File: src/rtl/neander_mem_arbiter.sv
// Shares the NEANDER-X RAM between the CPU port (default owner) and a loader port.
// Optional starvation steal (one-cycle CPU stall) is enabled by defining NEANDER_ARB_STEAL_EN.
module neander_mem_arbiter #(
    parameter int unsigned MAX_WAIT = 8
) (
    input  logic       clk,
    input  logic       reset,
    input  logic [7:0] cpu_addr,
    input  logic [7:0] cpu_wdata,
    input  logic       cpu_re,
    input  logic       cpu_we,
    output logic [7:0] cpu_rdata,
    output logic       cpu_stall,
    input  logic       dbg_req,
    input  logic       dbg_we,
    input  logic [7:0] dbg_addr,
    input  logic [7:0] dbg_wdata,
    output logic       dbg_ack,
    output logic [7:0] dbg_rdata,
    output logic [7:0] ram_addr,
    output logic [7:0] ram_wdata,
    output logic       ram_re,
    output logic       ram_we,
    input  logic [7:0] ram_rdata,
    output logic [1:0] arb_state
);

    // Handshake: dbg_req is a level held (with dbg_we/addr/wdata stable) until the
    // single-cycle dbg_ack pulse; dbg_req is ignored during the ack cycle.

    localparam logic [7:0] MAX_WAIT_C = 8'(MAX_WAIT);

    typedef enum logic [1:0] {
        S_IDLE  = 2'd0,
        S_WAIT  = 2'd1,
`ifdef NEANDER_ARB_STEAL_EN
        S_ACK   = 2'd2,
        S_STEAL = 2'd3
`else
        S_ACK   = 2'd2
`endif
    } state_t;

    state_t     state_q, state_d;
    logic [7:0] wait_cnt_q, wait_cnt_d;
    logic       dbg_ack_q, dbg_ack_d;
    logic [7:0] dbg_rdata_q, dbg_rdata_d;
    logic       grant;
    logic       cpu_busy;

    assign cpu_busy = cpu_re | cpu_we;

    always_comb begin
        state_d    = state_q;
        wait_cnt_d = wait_cnt_q;
        grant      = 1'b0;
        cpu_stall  = 1'b0;
        case (state_q)
            S_IDLE: begin
                if (dbg_req) begin
                    if (!cpu_busy) begin
                        grant   = 1'b1;
                        state_d = S_ACK;
                    end else begin
                        state_d    = S_WAIT;
                        wait_cnt_d = 8'd1;
                    end
                end
            end
            S_WAIT: begin
                if (!dbg_req) begin
                    state_d    = S_IDLE;
                    wait_cnt_d = 8'd0;
                end else if (!cpu_busy) begin
                    grant      = 1'b1;
                    state_d    = S_ACK;
                    wait_cnt_d = 8'd0;
                end else if (wait_cnt_q < MAX_WAIT_C) begin
                    wait_cnt_d = wait_cnt_q + 8'd1;
                end else begin
`ifdef NEANDER_ARB_STEAL_EN
                    state_d = S_STEAL;
`else
                    state_d = S_WAIT;
`endif
                end
            end
`ifdef NEANDER_ARB_STEAL_EN
            S_STEAL: begin
                grant      = 1'b1;
                cpu_stall  = 1'b1;
                state_d    = S_ACK;
                wait_cnt_d = 8'd0;
            end
`endif
            S_ACK: begin
                state_d = S_IDLE;
            end
            default: begin
                state_d    = S_IDLE;
                wait_cnt_d = 8'd0;
            end
        endcase
        // Never hand the RAM to the loader while reset is asserted.
        if (!reset) begin
            grant     = 1'b0;
            cpu_stall = 1'b0;
        end
        dbg_ack_d   = grant;
        dbg_rdata_d = (grant && !dbg_we) ? ram_rdata : dbg_rdata_q;
    end

    always_comb begin
        if (grant) begin
            ram_addr  = dbg_addr;
            ram_wdata = dbg_wdata;
            ram_re    = ~dbg_we;
            ram_we    = dbg_we;
        end else begin
            ram_addr  = cpu_addr;
            ram_wdata = cpu_wdata;
            ram_re    = cpu_re;
            ram_we    = cpu_we;
        end
    end

    always_ff @(posedge clk) begin
        if (!reset) begin
            state_q     <= S_IDLE;
            wait_cnt_q  <= 8'd0;
            dbg_ack_q   <= 1'b0;
            dbg_rdata_q <= 8'h00;
        end else begin
            state_q     <= state_d;
            wait_cnt_q  <= wait_cnt_d;
            dbg_ack_q   <= dbg_ack_d;
            dbg_rdata_q <= dbg_rdata_d;
        end
    end

    assign cpu_rdata = ram_rdata;
    assign dbg_ack   = dbg_ack_q;
    assign dbg_rdata = dbg_rdata_q;
    assign arb_state = state_q;

endmodule
File: config.mk
export PLATFORM = sky130hd
export DESIGN_NAME = neander_mem_arbiter
export DESIGN_NICKNAME = d
export VERILOG_FILES = /design/src/rtl/neander_mem_arbiter.sv
export SDC_FILE = /design/constraint.sdc
export NUM_CORES = 1
export LEC_CHECK = 0
export BUFFER_PORTS_ARGS = -buffer_cell sky130_fd_sc_hd__clkbuf_2
export CORE_AREA = 2 2 50 52
export CTS_CLUSTER_SIZE = 24
export DETAILED_ROUTE_END_ITERATION = 16
export DIE_AREA = 0 0 52 54
export PLACE_DENSITY = 0.74
export SLEW_MARGIN = 10
export SYNTH_ARGS = -nofsm -noshare
export SYNTH_HDL_FRONTEND = slang
export SYNTH_SLANG_ARGS = --single-unit
File: constraint.sdc
create_clock -name clk -period 3.21 [get_ports clk]
set_input_delay 0.1605 -clock clk [delete_from_list [all_inputs] [get_ports clk]]
set_output_delay 0.1605 -clock clk [all_outputs]
set_load 0.05 [all_outputs]
==> out/metrics.yaml <==
grt_pass1_wl_mm: 2.42
drc: 0
tightestPinTransition_ns: 0.706
ys_seq_area_share_pct: 31.8
postCtsSetupRepairBufs: 0
dpl.hpwl_mm: 1.50
path_class: "reg2out"
period_share_pct: 68.3
rows: 18
gp_congestion: 0.685
crit_path_end_kind: "output pin"
synth_top_area_share_pct: 31.8
pwr-share-clk_pct: 23.0
num_io_pins: 84
layout_common_cells: "clkbuf_2, mux2_2, dfxtp_1"
cts_resized: 0
drive_gt1_share_pct: 71.6
drt-total-wl_mm: 1.68
switching_share_pct: 38.9
maxSlewViolCount: 0
timing.max_cap.violations: 0
core-area_um2: 2320
grt_antenna_before_repair: 0
syn_area_um2: 692
viasPerCell: 4.27
grt_start_max_net_pins: 19
hold_viol_final: 0
dr.pass1.iters: 1
synth_area_per_cell_um2: 10.0
clk_latency_ns: 0.26
synthesis.nets: 115
antenna-diode-count: 0
holdPathStages: 3
routed-via-count: 730
root_buffer: "clkbuf_4"
synthMuxAreaShare_pct: 37.6
leakagePower_nw: 0.641
p_int_uw: 237
cts_tree: "yes"
fin_tns_setup_ns: 0
yosysWarningCount: 0
grt.overflow.total: 0
hold_buffers: 0
start_util_pct: 29.8
final_cells: 171
finalSetupViolCount: 0
synth_seq_cells: 11
synth_fa_ha_area_share_pct: 0
cp.required_ns: 3.05
seqPwrFrac_pct: 36.1
fmax_ghz: 0.456
gr-usage-all-layers_pct: 12.0
ys_types: 15
grt_pass1_vias: 647
critPathLaunchType: "register"
synth_compound_area_share_pct: 1.08
hold_slack_ns: 0.173
die_area_um2: 2810
htreeDepth: 1
final_nets: 188
synth_xor_area_share_pct: 0
rsz0062_at_grt: "false"
mostFrequentLayoutCell: "clkbuf_2"
cts_buffers: 3
synth_top_family_by_area: "multiplexers"
crit_path_max_fanout: 18
vdd_drop_max_uv: 214
combinationalPowerShare_pct: 40.9
status: "finished, final reports clean"
cts_max_path_buffers: 2
yosys.area.top_type: "dfxtp_1"
portBuffers: 82
critical_path_arrival_ns: 2.03
synthSimpleGateAreaFrac_pct: 14.6
relSlewSlack_pct: 52.9
dieWidth_um: 52
hp-class: "in2reg"
reg2regPathDepth: 4
power_density_nw_per_um2: 362
fin_skew_ns: 0.000970
cts.sinks: 11
dp.cells: 167
drt_iter0_drc: 0
syn2layout_area_growth_pct: 54.8
dieHeight_um: 54
fill_cells: 228
synthTopCellsByArea: "dfxtp_1, mux2_2, buf_4"
syn_inst: 69
wire_per_inst_um: 9.81
path_clk_slew_ns: 0.06
layout_min_cycle_time_ns: 2.19
drtAntennaViolNets: 0
switching_power_uw: 151
==> path summary, 6_finish.rpt <==
kind	to	slack, ns	from
setup reg to reg	dbg_rdata[3]	1.73	arb_state[1]
setup / recovery	ram_addr[7]	1.02	arb_state[1]
hold / removal	dbg_rdata[6]	0.17	ram_rdata[6]
hold reg to reg	dbg_rdata[0]	0.52	dbg_rdata[0]
==> power by group through the flow <==
stage                     Combinational [mW]  Clock [mW]  Sequential, mW
final                                  0.159      0.0890           0.140
after global routing                   0.168       0.102           0.140
after CTS                              0.160      0.0937           0.140
after detailed placement               0.160           0           0.143
after global placement                 0.158           0           0.143
after floorplan                        0.111           0           0.152
==> Yosys cell counts <==
master,n
dfxtp_1,11
mux2i_1,8
nand2b_1,2
nand4b_1,1
and3_1,2
nor2_1,2
buf_4,11
clkbuf_1,2
inv_1,1
mux2_2,16
nor2b_1,9
a21o_1,1
buf_2,1
nand2_1,1
conb_1,1
==> kinds of logic after synthesis <==
family / Yosys count
AOI/OAI and AO/OA: 1
DFF: 11
muxes: 24
buffers and inverters: 15
and+or+nand+nor: 17
other: 1
==> critical path: stages (launching register included) <==
cell and delay, ns:
dfxtp_1 0.32, nor2b_1 0.16, and3_1 0.64, mux2_2 0.41
clkbuf_2 0.24
==> metrics by stage <==
stage	power, mW	setup WS, ns	utilization [%]	area [µm²]
after detailed placement	0.303	1.28	45.0	1040
final	0.388	1.02	46.2	1070
after global routing	0.410	0.830	46.2	1070
after CTS	0.394	0.986	46.2	1070
after floorplan	0.263	1.42	-	692
after global placement	0.301	1.35	45.0	1040
==> final cells by class <==
cell class	count	area (µm²)	area share, %
sequential	11	220	20.6
clock buffer	4	26.3	2.45
tap	30	37.5	3.50
timing repair buffer	82	410	38.3
inverter	1	3.75	0.350
multi-input combinational	43	373	34.8
==> registers in the layout (all words and copies together) (netlist names) <==
name	flops
dbg_rdata	8
arb_state	2
dbg_ack	1
==> metal layers <==
layer / share of wire, % / vias up / GRT usage (%)
met3: 14 / 2 / 3.33
met4: 0.72 / 0 / 7.89
li1: - / 366 / -
met1: 35 / 301 / 11.8
met2: 50 / 61 / 22.2
met5: 0 / - / 0
Note: power is estimated with default switching activity, not from simulation.
